**src/rtl/zero_pad_stream_pkg.sv**
```systemverilog
// Shared CNN front-end package: default image geometry, pixel width and the
// padding FSM state type.
package zero_pad_stream_pkg;

  localparam int DATA_W   = 16;
  localparam int IMG_SIZE = 28;
  localparam int PAD      = 1;
  localparam int OUT_SIZE = IMG_SIZE + 2 * PAD;

  typedef enum logic [0:0] {
    IDLE   = 1'b0,
    ACTIVE = 1'b1
  } pad_state_t;

endpackage

```
**src/rtl/zero_pad_stream_if.sv**
```systemverilog
// Pixel stream bundle between the upstream source, the zero-pad block and the
// 3x3 line-buffer stage.
//   start      : one-cycle frame start pulse
//   pixel_in   : unpadded signed pixel, qualified by valid_in
//   ready_out  : pad block consumes pixel_in this cycle
//   pixel_out  : padded signed pixel, qualified by valid_out
//   busy       : frame in progress
//   frame_done : pulse alongside the last padded pixel
// slave = the zero-pad block, master = the stream source / sink side.
interface zero_pad_stream_if
  import zero_pad_stream_pkg::*;
#(
  parameter int DATA_W = zero_pad_stream_pkg::DATA_W
);

  logic                     start;
  logic signed [DATA_W-1:0] pixel_in;
  logic                     valid_in;
  logic                     ready_out;
  logic signed [DATA_W-1:0] pixel_out;
  logic                     valid_out;
  logic                     busy;
  logic                     frame_done;

  modport slave (
    input  start, pixel_in, valid_in,
    output ready_out, pixel_out, valid_out, busy, frame_done
  );

  modport master (
    output start, pixel_in, valid_in,
    input  ready_out, pixel_out, valid_out, busy, frame_done
  );

endinterface

```
**src/rtl/zero_pad_stream_pad_pos_counter.sv**
```systemverilog
// Row/column position counter over the padded raster.
//   clk, reset_n : clock, synchronous active-low reset
//   adv          : step one position (column first, then row)
//   row, col     : current padded position
//   last         : current position is the final (OUT_SIZE-1, OUT_SIZE-1)
module pad_pos_counter
  import zero_pad_stream_pkg::*;
#(
  parameter int OUT_SIZE = zero_pad_stream_pkg::OUT_SIZE,
  localparam int CW      = $clog2(OUT_SIZE)
) (
  input  logic          clk,
  input  logic          reset_n,
  input  logic          adv,
  output logic [CW-1:0] row,
  output logic [CW-1:0] col,
  output logic          last
);

  localparam logic [CW-1:0] MAX = CW'(OUT_SIZE - 1);

  // Stepping past the last position wraps both counters back to (0,0), so
  // the next frame starts clean without an explicit clear.
  always_ff @(posedge clk) begin
    if (!reset_n) begin
      row <= '0;
      col <= '0;
    end else if (adv) begin
      if (col == MAX) begin
        col <= '0;
        row <= (row == MAX) ? '0 : row + 1'b1;
      end else begin
        col <= col + 1'b1;
      end
    end
  end

  assign last = (row == MAX) && (col == MAX);

endmodule

```
**src/rtl/zero_pad_stream.sv**
```systemverilog
// Zero-pad stream: wraps an IMG_SIZE x IMG_SIZE raster in a PAD-wide zero
// border, producing an OUT_SIZE x OUT_SIZE raster for the 3x3 line buffer.
//   clk, reset_n : clock, synchronous active-low reset
//   bus (slave)  : start / pixel_in / valid_in / ready_out upstream,
//                  pixel_out / valid_out / busy / frame_done downstream
module zero_pad_stream
  import zero_pad_stream_pkg::*;
#(
  parameter int IMG_SIZE = zero_pad_stream_pkg::IMG_SIZE,
  parameter int PAD      = zero_pad_stream_pkg::PAD,
  parameter int DATA_W   = zero_pad_stream_pkg::DATA_W
) (
  input  logic              clk,
  input  logic              reset_n,
  zero_pad_stream_if.slave  bus
);

  localparam int OUT_SIZE = IMG_SIZE + 2 * PAD;
  localparam int CW       = $clog2(OUT_SIZE);

  function automatic logic is_border(input logic [CW-1:0] r, input logic [CW-1:0] c);
    return (r < CW'(PAD)) || (r >= CW'(PAD + IMG_SIZE)) ||
           (c < CW'(PAD)) || (c >= CW'(PAD + IMG_SIZE));
  endfunction

  pad_state_t               state_p1;
  logic [CW-1:0]            row_p0;
  logic [CW-1:0]            col_p0;
  logic                     last_p0;
  logic                     border_p0;
  logic                     adv_p0;
  logic signed [DATA_W-1:0] pixel_p1;
  logic                     vld_p1;
  logic                     done_p1;
  logic                     busy_p1;

  pad_pos_counter #(
    .OUT_SIZE (OUT_SIZE)
  ) u_pos (
    .clk     (clk),
    .reset_n (reset_n),
    .adv     (adv_p0),
    .row     (row_p0),
    .col     (col_p0),
    .last    (last_p0)
  );

  // Stage p0: position decision. Border positions advance unconditionally;
  // interior positions advance only when a pixel is actually handed over.
  assign border_p0     = is_border(row_p0, col_p0);
  assign adv_p0        = (state_p1 == ACTIVE) && (border_p0 || bus.valid_in);
  assign bus.ready_out = reset_n && (state_p1 == ACTIVE) && !border_p0;

  // Stage p1: registered outputs and FSM.
  always_ff @(posedge clk) begin
    if (!reset_n) begin
      state_p1 <= IDLE;
      busy_p1  <= 1'b0;
      vld_p1   <= 1'b0;
      done_p1  <= 1'b0;
      pixel_p1 <= '0;
    end else begin
      vld_p1  <= adv_p0;
      done_p1 <= adv_p0 && last_p0;
      if (adv_p0) begin
        pixel_p1 <= border_p0 ? '0 : bus.pixel_in;
      end
      unique case (state_p1)
        IDLE: begin
          // done_p1 high means the frame ended on the previous edge; a start
          // landing in that cycle is dropped so frames never chain implicitly.
          if (bus.start && !done_p1) begin
            state_p1 <= ACTIVE;
            busy_p1  <= 1'b1;
          end else begin
            busy_p1  <= 1'b0;
          end
        end
        ACTIVE: begin
          busy_p1 <= 1'b1;
          if (adv_p0 && last_p0) begin
            state_p1 <= IDLE;
          end
        end
        default: state_p1 <= IDLE;
      endcase
    end
  end

  assign bus.pixel_out  = pixel_p1;
  assign bus.valid_out  = vld_p1;
  assign bus.frame_done = done_p1;
  assign bus.busy       = busy_p1;

endmodule

```
**src/flat_wrapper.sv**
```systemverilog
// flat-port wrapper written by rule: the top's interface ports become plain ports
module zero_pad_stream_flat import zero_pad_stream_pkg::*;
#(
  parameter int IMG_SIZE = zero_pad_stream_pkg::IMG_SIZE,
  parameter int PAD      = zero_pad_stream_pkg::PAD,
  parameter int DATA_W   = zero_pad_stream_pkg::DATA_W
)
  (clk, reset_n, bus_start, bus_pixel_in, bus_valid_in, bus_ready_out, bus_pixel_out, bus_valid_out, bus_busy, bus_frame_done);
  zero_pad_stream_if #(.DATA_W(DATA_W)) bus_i ();
  input  logic clk;
  input  logic reset_n;
  input wire logic [$bits(bus_i.start)-1:0] bus_start;
  input wire logic [$bits(bus_i.pixel_in)-1:0] bus_pixel_in;
  input wire logic [$bits(bus_i.valid_in)-1:0] bus_valid_in;
  output wire logic [$bits(bus_i.ready_out)-1:0] bus_ready_out;
  output wire logic [$bits(bus_i.pixel_out)-1:0] bus_pixel_out;
  output wire logic [$bits(bus_i.valid_out)-1:0] bus_valid_out;
  output wire logic [$bits(bus_i.busy)-1:0] bus_busy;
  output wire logic [$bits(bus_i.frame_done)-1:0] bus_frame_done;
  assign bus_i.start = bus_start;
  assign bus_i.pixel_in = bus_pixel_in;
  assign bus_i.valid_in = bus_valid_in;
  assign bus_ready_out = bus_i.ready_out;
  assign bus_pixel_out = bus_i.pixel_out;
  assign bus_valid_out = bus_i.valid_out;
  assign bus_busy = bus_i.busy;
  assign bus_frame_done = bus_i.frame_done;
  zero_pad_stream #(.IMG_SIZE(IMG_SIZE), .PAD(PAD), .DATA_W(DATA_W)) u_core (.clk(clk), .reset_n(reset_n), .bus(bus_i));
endmodule
```
**config.mk**
```make
export PLATFORM = sky130hd
export DESIGN_NAME = zero_pad_stream_flat
export DESIGN_NICKNAME = d
export VERILOG_FILES = /design/src/rtl/zero_pad_stream_pkg.sv /design/src/rtl/zero_pad_stream_if.sv /design/src/rtl/zero_pad_stream_pad_pos_counter.sv /design/src/rtl/zero_pad_stream.sv /design/src/flat_wrapper.sv
export SDC_FILE = /design/constraint.sdc
export NUM_CORES = 1
export LEC_CHECK = 0
export ABC_AREA = 1
export CAP_MARGIN = 20
export CORE_MARGIN = 4
export CORE_UTILIZATION = 35
export CTS_CLUSTER_SIZE = 28
export DETAILED_ROUTE_END_ITERATION = 8
export HOLD_SLACK_MARGIN = 0.02
export MAX_ROUTING_LAYER = met4
export PLACE_DENSITY = 0.63
export RECOVER_POWER = 25
export SYNTH_ARGS = -nofsm -noshare
export SYNTH_HDL_FRONTEND = slang
export SYNTH_SLANG_ARGS = --single-unit
```
**constraint.sdc**
```tcl
create_clock -name clk -period 2.1 [get_ports clk]
set_input_delay 0.21 -clock clk [delete_from_list [all_inputs] [get_ports clk]]
set_output_delay 0.21 -clock clk [all_outputs]
set_load 0.03 [all_outputs]
```
==> results.tsv <==
metric	value	unit
status	complete, no violations	
final_nets	245	
ys_types	25	
multi_input_area	691.9	um2
io_pins	40	
antenna_left	0	
seq_power_share	46.1	%
crit_fanout	5	
dr.first_iter.drc_count	80	
min_path_type	reg2reg	
drcViolationCount	0	
synth_top_area_share	41.27	%
p_leak	0.0007284	uW
synth_ff_type	dfxtp_1	
switchingPower	268.0	uW
die_width	72.48	um
rsz0062_at_grt	false	
critPathKind	reg2out	
antenna_found_initial	0	
synth-edff-count	0	
worst_setup_path_start_kind	register	
min_period	1.953	ns
clk_latency	0.28	ns
path_clk_slew	0.06	ns
postSynthCellCount	181	
synthMostInstantiatedCell	nand2_1	
nFillCells	423	
grt_pass1_vias	1279	
drive_gt1_share	9.955	%
internal_power	1003	uW
vias	1336	
place_congestion	0.7894	
post_cts_buffers	0	
ys_top_cells_by_area	dfxtp_1 (41%), nand4_1 (10%), a21oi_1 (8.9%)	
wl_per_cell	12.46	um
setup-tns-final	0	ns
cp.required	1.89	ns
insertedDiodeCount	0	
ff_latch_area	601.8	um2
fp-row-count	23	
firstDrtPassIters	4	
die_h	72.48	um
seq_area_frac_synth	41.27	%
ys_warn_count	0	
hpwlAfterDp	2361	um
initial_core_util	36.38	%
cp.arrival	1.74	ns
htreeDepth	2	
track_usage	14.10	%
overflow	0	
cts-root-buf	clkbuf_8	
syn-num-nets	205	
core	4000	um2
grt_max_degree	24	
fin_hold_ws	0.4586	ns
combPwrFrac	8.2	%
port_buffers	39	
syn_to_final_growth	33.53	%
critPathCaptureType	primary output	
cts_buffers	5	
sw_frac_of_total	21.08	%
drv_slew	0	
synth_common_cells	nand2_1 (31), dfxtp_1 (30), a21oi_1 (26)	
clock.fmax	511.9	MHz
reg2reg_depth	10	
routed_wl	3376	um
netlist_area	1455	um2
max_slew.worst_pin.slew	0.6508	ns
syn_avg_cell_area	8.039	um2
synth-async-reset-ratio	0	%
relSlewSlack	56.61	%
cts_sinks	30	
die-area	5253	um2
synth_area_leader_cell	dfxtp_1	
cts_tree	done	
p_per_area	654.3	nW/um2
grt_pass1_wl	5651	um
skew	0.002442	ns
setup_viol	0	
ctsHoldBuffers	0	
vdd_ir_drop_max	324.3	uV
finalHoldViolations	0	
min_period_over_period	93.02	%
hold_path_depth	2	
ys_ff_latch	30	
viasPerCell	4.930	
cts_buffer_depth	2	
maxCapViolCount	0	
p_clk_share	45.7	%
-- worst max-delay path: stages, from the launching register on --
cell and delay, ns:
dfxtp_1 0.39, inv_1 0.06, ha_1 0.17, inv_1 0.08, a21oi_1 0.08, nor2_2 0.19
and2_4 0.19, nand2_1 0.05, nor2_1 0.10, buf_4 0.16
-- logic make-up after synthesis --
kind of cell | synth area share [%]
XOR/XNOR | 3.611
flip-flops | 41.27
AND/OR/NAND/NOR | 31.04
adder cells (fa/ha/maj) | 3.440
AO/OA/AOI/OAI | 9.286
buffers and inverters | 11.35
-- path summary, 6_finish.rpt --
check	to	slack, ns	start
min	u_core.bus.pixel_out[14]	0.46	u_core.bus.pixel_out[14]
max reg2reg	u_core.u_pos.row[1]	0.40	u_core.u_pos.col[1]
min reg2reg	u_core.bus.pixel_out[14]	0.46	u_core.bus.pixel_out[14]
max	bus_ready_out	0.15	u_core.u_pos.col[1]
-- flip-flops by register name, indices dropped and copies added, names as in the netlist --
name	flops
u_core.state_p1	1
u_core.u_pos.col	5
u_core.bus.busy	1
u_core.bus.pixel_out	16
u_core.bus.frame_done	1
u_core.bus.valid_out	1
u_core.u_pos.row	5
-- cells in the final DEF (no fill, tap or decap) --
cell | netlist | final
clkdlybuf4s50_1 | 0 | 27
clkbuf_1 | 1 | 1
nand2_1 | 31 | 31
nor2_2 | 3 | 3
clkinv_1 | 1 | 1
dfxtp_1 | 30 | 29
nand2_2 | 1 | 1
nor3_1 | 1 | 1
bufinv_16 | 0 | 1
nand3_1 | 10 | 10
o21ai_1 | 1 | 1
dfxtp_2 | 0 | 1
dlygate4sd3_1 | 0 | 11
and2_4 | 0 | 1
a21oi_1 | 26 | 26
xor2_1 | 4 | 4
inv_1 | 11 | 11
nand3_4 | 1 | 1
buf_4 | 2 | 6
nand3_2 | 1 | 1
nor2_1 | 16 | 16
xnor2_1 | 2 | 2
nand2_4 | 1 | 1
nand4_1 | 24 | 24
clkbuf_8 | 1 | 6
ha_1 | 4 | 4
-- stage by stage --
stage | instance area (um2) | worst slack [ns] | power (uW) | instances | util [%]
after floorplan | 1455 | 0.1808 | 660.7 | 181 | -
final | 1943 | 0.1467 | 1271 | 271 | 48.58
after CTS | 1943 | 0.02287 | 1293 | 271 | 48.58
after detailed placement | 1831 | 0.3678 | 704.4 | 264 | 45.76
after global placement | 1831 | 0.4151 | 704.8 | 264 | 45.76
after global routing | 1943 | 0.01024 | 1325 | 271 | 48.58
-- per-layer routing --
metal	global-route usage, %	vias up	wire length, um
met5	-	-	0
met4	5.328	0	58
met3	4.432	5	226
met2	21.94	38	1536
met1	17.08	600	1555
li1	-	693	-
-- final cells by class --
cell class | instances | share of cell area (%)
inverter | 12 | 2.318
clock inverter | 1 | 1.545
clock buffer | 6 | 4.250
timing repair buffer | 45 | 22.09
sequential | 30 | 30.97
multi-input combinational | 127 | 35.61
tap | 50 | 3.220
-- repair_timing --
item,in CTS,in global routing
endpoints found under the setup margin,0,1
resized for setup,0,2
hold endpoints to repair,0,0
-- power groups by stage --
stage	logic [uW]	registers, uW	clock network, uW
after floorplan	63.7	597	0
after global placement	107	598	0
after detailed placement	106	598	0
after CTS	107	586	600
after global routing	114	586	624
final	104	586	582
Power figures use the tool's default switching activity.
==> RTL edit: new RTL, same flow settings <==
Change the package constant `IMG_SIZE` from 28 to 14.
--- a/src/rtl/zero_pad_stream_pkg.sv
+++ b/src/rtl/zero_pad_stream_pkg.sv
@@ -4,5 +4,5 @@
 
   localparam int DATA_W   = 16;
-  localparam int IMG_SIZE = 28;
+  localparam int IMG_SIZE = 14;
   localparam int PAD      = 1;
   localparam int OUT_SIZE = IMG_SIZE + 2 * PAD;
Function: same outputs for any inputs over 10 cycles, from zero or initial values and one cycle with reset_n low; that may be too few to reach the edited logic, so the function may still have changed.
==> RTL edit against the original RTL <==
  * Routed wire length down 16%
  * Sequential cell count down 2
  * Design area is 8.4% lower
  * Synthesized cell count down 12%
  * Combinational power fell by 10%
  * Sequential share of layout area up 0.51 points
  * Global-route usage about the same
  * Clock skew up 7.6 ps
  * Area after synthesis is 11% lower
  * Hold slack better by 11 ps
  * Setup slack gained 93 ps
  * Total power decreased by 16%
  * Sequential power is 7.3% lower
  * Critical path depth is 2 lower
==> RTL edit: results (changes against the original RTL) <==
.. list-table::
   :header-rows: 1

   * - Metric
     - Value
   * - Status
     - finished, final reports clean
   * - Worst slack at placement
     - 97.8 ps (-270 ps)
   * - Worst slew margin
     - 61.7% (+5.1 points)
   * - Number of DRC markers in iteration 0
     - 26 (-68%)
   * - Number of levels the H-tree was split into
     - 1 (-1)
   * - Post-Synthesis Net Count
     - 183 (-11%)
   * - Class of the most critical hold timing path
     - register to register
   * - Final net count
     - 225 (-8.2%)
   * - Count of cells resized by post-cts repair
     - 1 (+1)
   * - Number of buffers inserted to repair setup after CTS
     - 0 (unchanged)
   * - Clock transition at the register clock pins on the worst setup and hold paths after CTS
     - 110 ps (+50 ps)
   * - Setup clock skew after layout
     - 10.1 ps (+7.63 ps)
   * - Via count of the first global-routing pass
     - 1127 (-12%)
   * - Count of synthesis-stage warnings from yosys
     - 0 (unchanged)
   * - Worst-path maximum fanout
     - 4 (-1)
   * - Worst endpoint data arrival time
     - 1650 ps (-90 ps)
   * - Fraction of met2 tracks used by global routing
     - 21.9% (about the same)
   * - Met3 capacity usage during global routing
     - 5.51% (+1.1 points)
   * - Detailed-routing iteration count for the pre-antenna-repair pass
     - 4 (unchanged)
   * - Gr busiest metal
     - met2
   * - Vias per std cell
     - 4.58 (-7.1%)
   * - Number of distinct library cell variants in the gate-level netlist after synthesis
     - 21 (-16%)
   * - Leak pwr
     - 0.000747 uW (+2.6%)
   * - Clock buffers created by TritonCTS
     - 3 (-2)
   * - Fraction of registers with async set/reset
     - 0% (unchanged)
   * - Cell types with the highest counts after synthesis
     - 41 x sky130_fd_sc_hd__nand2_1, 28 x sky130_fd_sc_hd__dfxtp_1, 14 x sky130_fd_sc_hd__inv_1
   * - Peak supply drop
     - 0.000404 V (+25%)
   * - RD Place Congestion
     - 0.838 (+6.2%)
   * - Clock latency on the worst-skew pair
     - 280 ps (about the same)
   * - Met1 Resource Use GR
     - 17.3% (+0.22 points)
   * - Post-detail-place hpwl
     - 2150 microns (-8.9%)
   * - Diode insertion count for antenna repair
     - 0 (unchanged)
   * - Sequential area share after synthesis
     - 43.3% (+2.1 points)
   * - Filler cell count
     - 330 (-22%)
   * - Layout cell share with drive strength beyond 1
     - 18.5% (+8.5 points)
   * - Number of antenna violations at the first check in global routing
     - 0 (unchanged)
   * - NetSw
     - 232 uW (-13%)
   * - Top flip-flop cell by instance count after synthesis
     - sky130_fd_sc_hd__dfxtp_1
   * - Ranking of synthesized cells by area
     - sky130_fd_sc_hd__dfxtp_1 43%, sky130_fd_sc_hd__nand2_1 12%, sky130_fd_sc_hd__a21oi_2 6.8%
   * - Final routed wirelength across all metal layers
     - 2830 microns (-16%)
   * - Wire length of the first global-routing pass
     - 4870 microns (-14%)
   * - GRT Util Overall
     - 14.1% (-0.042 points)
   * - Maximum clock insertion buffer count
     - 2 (unchanged)
[RTL edit: cell count changes in the layout (fill, tap and decap cells not counted), sizes merged, moves of 3 or more]
cell   change
nand2     +23
nand4     -20
nand3      -7
nor2       -5
a21oi      -3
buf        -3
inv        +3
[RTL edit: power by group through the flow]
stage          Combinational, uW  Clock (uW)  Sequential (uW)
2_1_floorplan               42.8           0              559
3_3_place_gp                95.2           0              555
3_5_place_dp                95.8           0              556
4_1_cts                     96.2         446              543
5_1_grt                      103         464              545
6_report                    93.3         436              543
[RTL edit: kinds of logic after synthesis]
| group | after synthesis | synth area share [%] |
|---|---|---|
| AO/OA/AOI/OAI | 25 | 12.6 |
| flip-flops | 28 | 43.3 |
| buffers and inverters | 20 | 8.32 |
| adder cells (fa/ha/maj) | 4 | 3.87 |
| AND/OR/NAND/NOR | 80 | 30.6 |
| XOR/XNOR | 2 | 1.35 |
[RTL edit: worst paths after layout]
check	startpoint	to	slack, ps	depth (start not counted)
worst max register to register	u_core.u_pos.col[0]$_SDFFE_PN0P_	u_core.bus.frame_done$_SDFF_PN0_	370	9
worst min register to register	u_core.bus.pixel_out[12]$_SDFFE_PN0P_	u_core.bus.pixel_out[12]$_SDFFE_PN0P_	470	2
worst min-delay path	u_core.bus.pixel_out[12]$_SDFFE_PN0P_	u_core.bus.pixel_out[12]$_SDFFE_PN0P_	470	2
worst max-delay path	u_core.u_pos.col[0]$_SDFFE_PN0P_	bus_ready_out	240	7
[RTL edit: per-stage QoR]
stage	area, sq um	instances	hold slack (ps)
floorplan	1290	159	330
global placement	1720	242	452
detailed placement	1720	242	463
CTS	1790	246	473
global route	1780	246	483
finish	1780	246	469
[RTL edit: final cells by class]
| cell class | instances | area share (%) |
|---|---|---|
| clock inverters | 1 | 1.69 |
| clock buffers | 3 | 2.32 |
| well taps | 46 | 3.23 |
| multi-input cells | 111 | 35.1 |
| inverters | 14 | 2.95 |
| repair buffers | 43 | 23.2 |
| flip-flops and latches | 28 | 31.5 |
[RTL edit: critical path, stage by stage (launching register included)]
cell and delay [ps]:
sky130_fd_sc_hd__dfxtp_1 350, sky130_fd_sc_hd__ha_1 230, sky130_fd_sc_hd__nand3_1 150, sky130_fd_sc_hd__nand2_2 80
sky130_fd_sc_hd__nor2_4 160, sky130_fd_sc_hd__nand2_4 80, sky130_fd_sc_hd__nor2_1 90, sky130_fd_sc_hd__clkbuf_2 210
[RTL edit: layer usage]
metal	wire length (microns)	share of wire (%)	up-vias
li1	-	-	579
met1	1310	46	511
met2	1330	47	35
met3	188	6.6	2
met4	6	0.21	0
met5	0	0	-
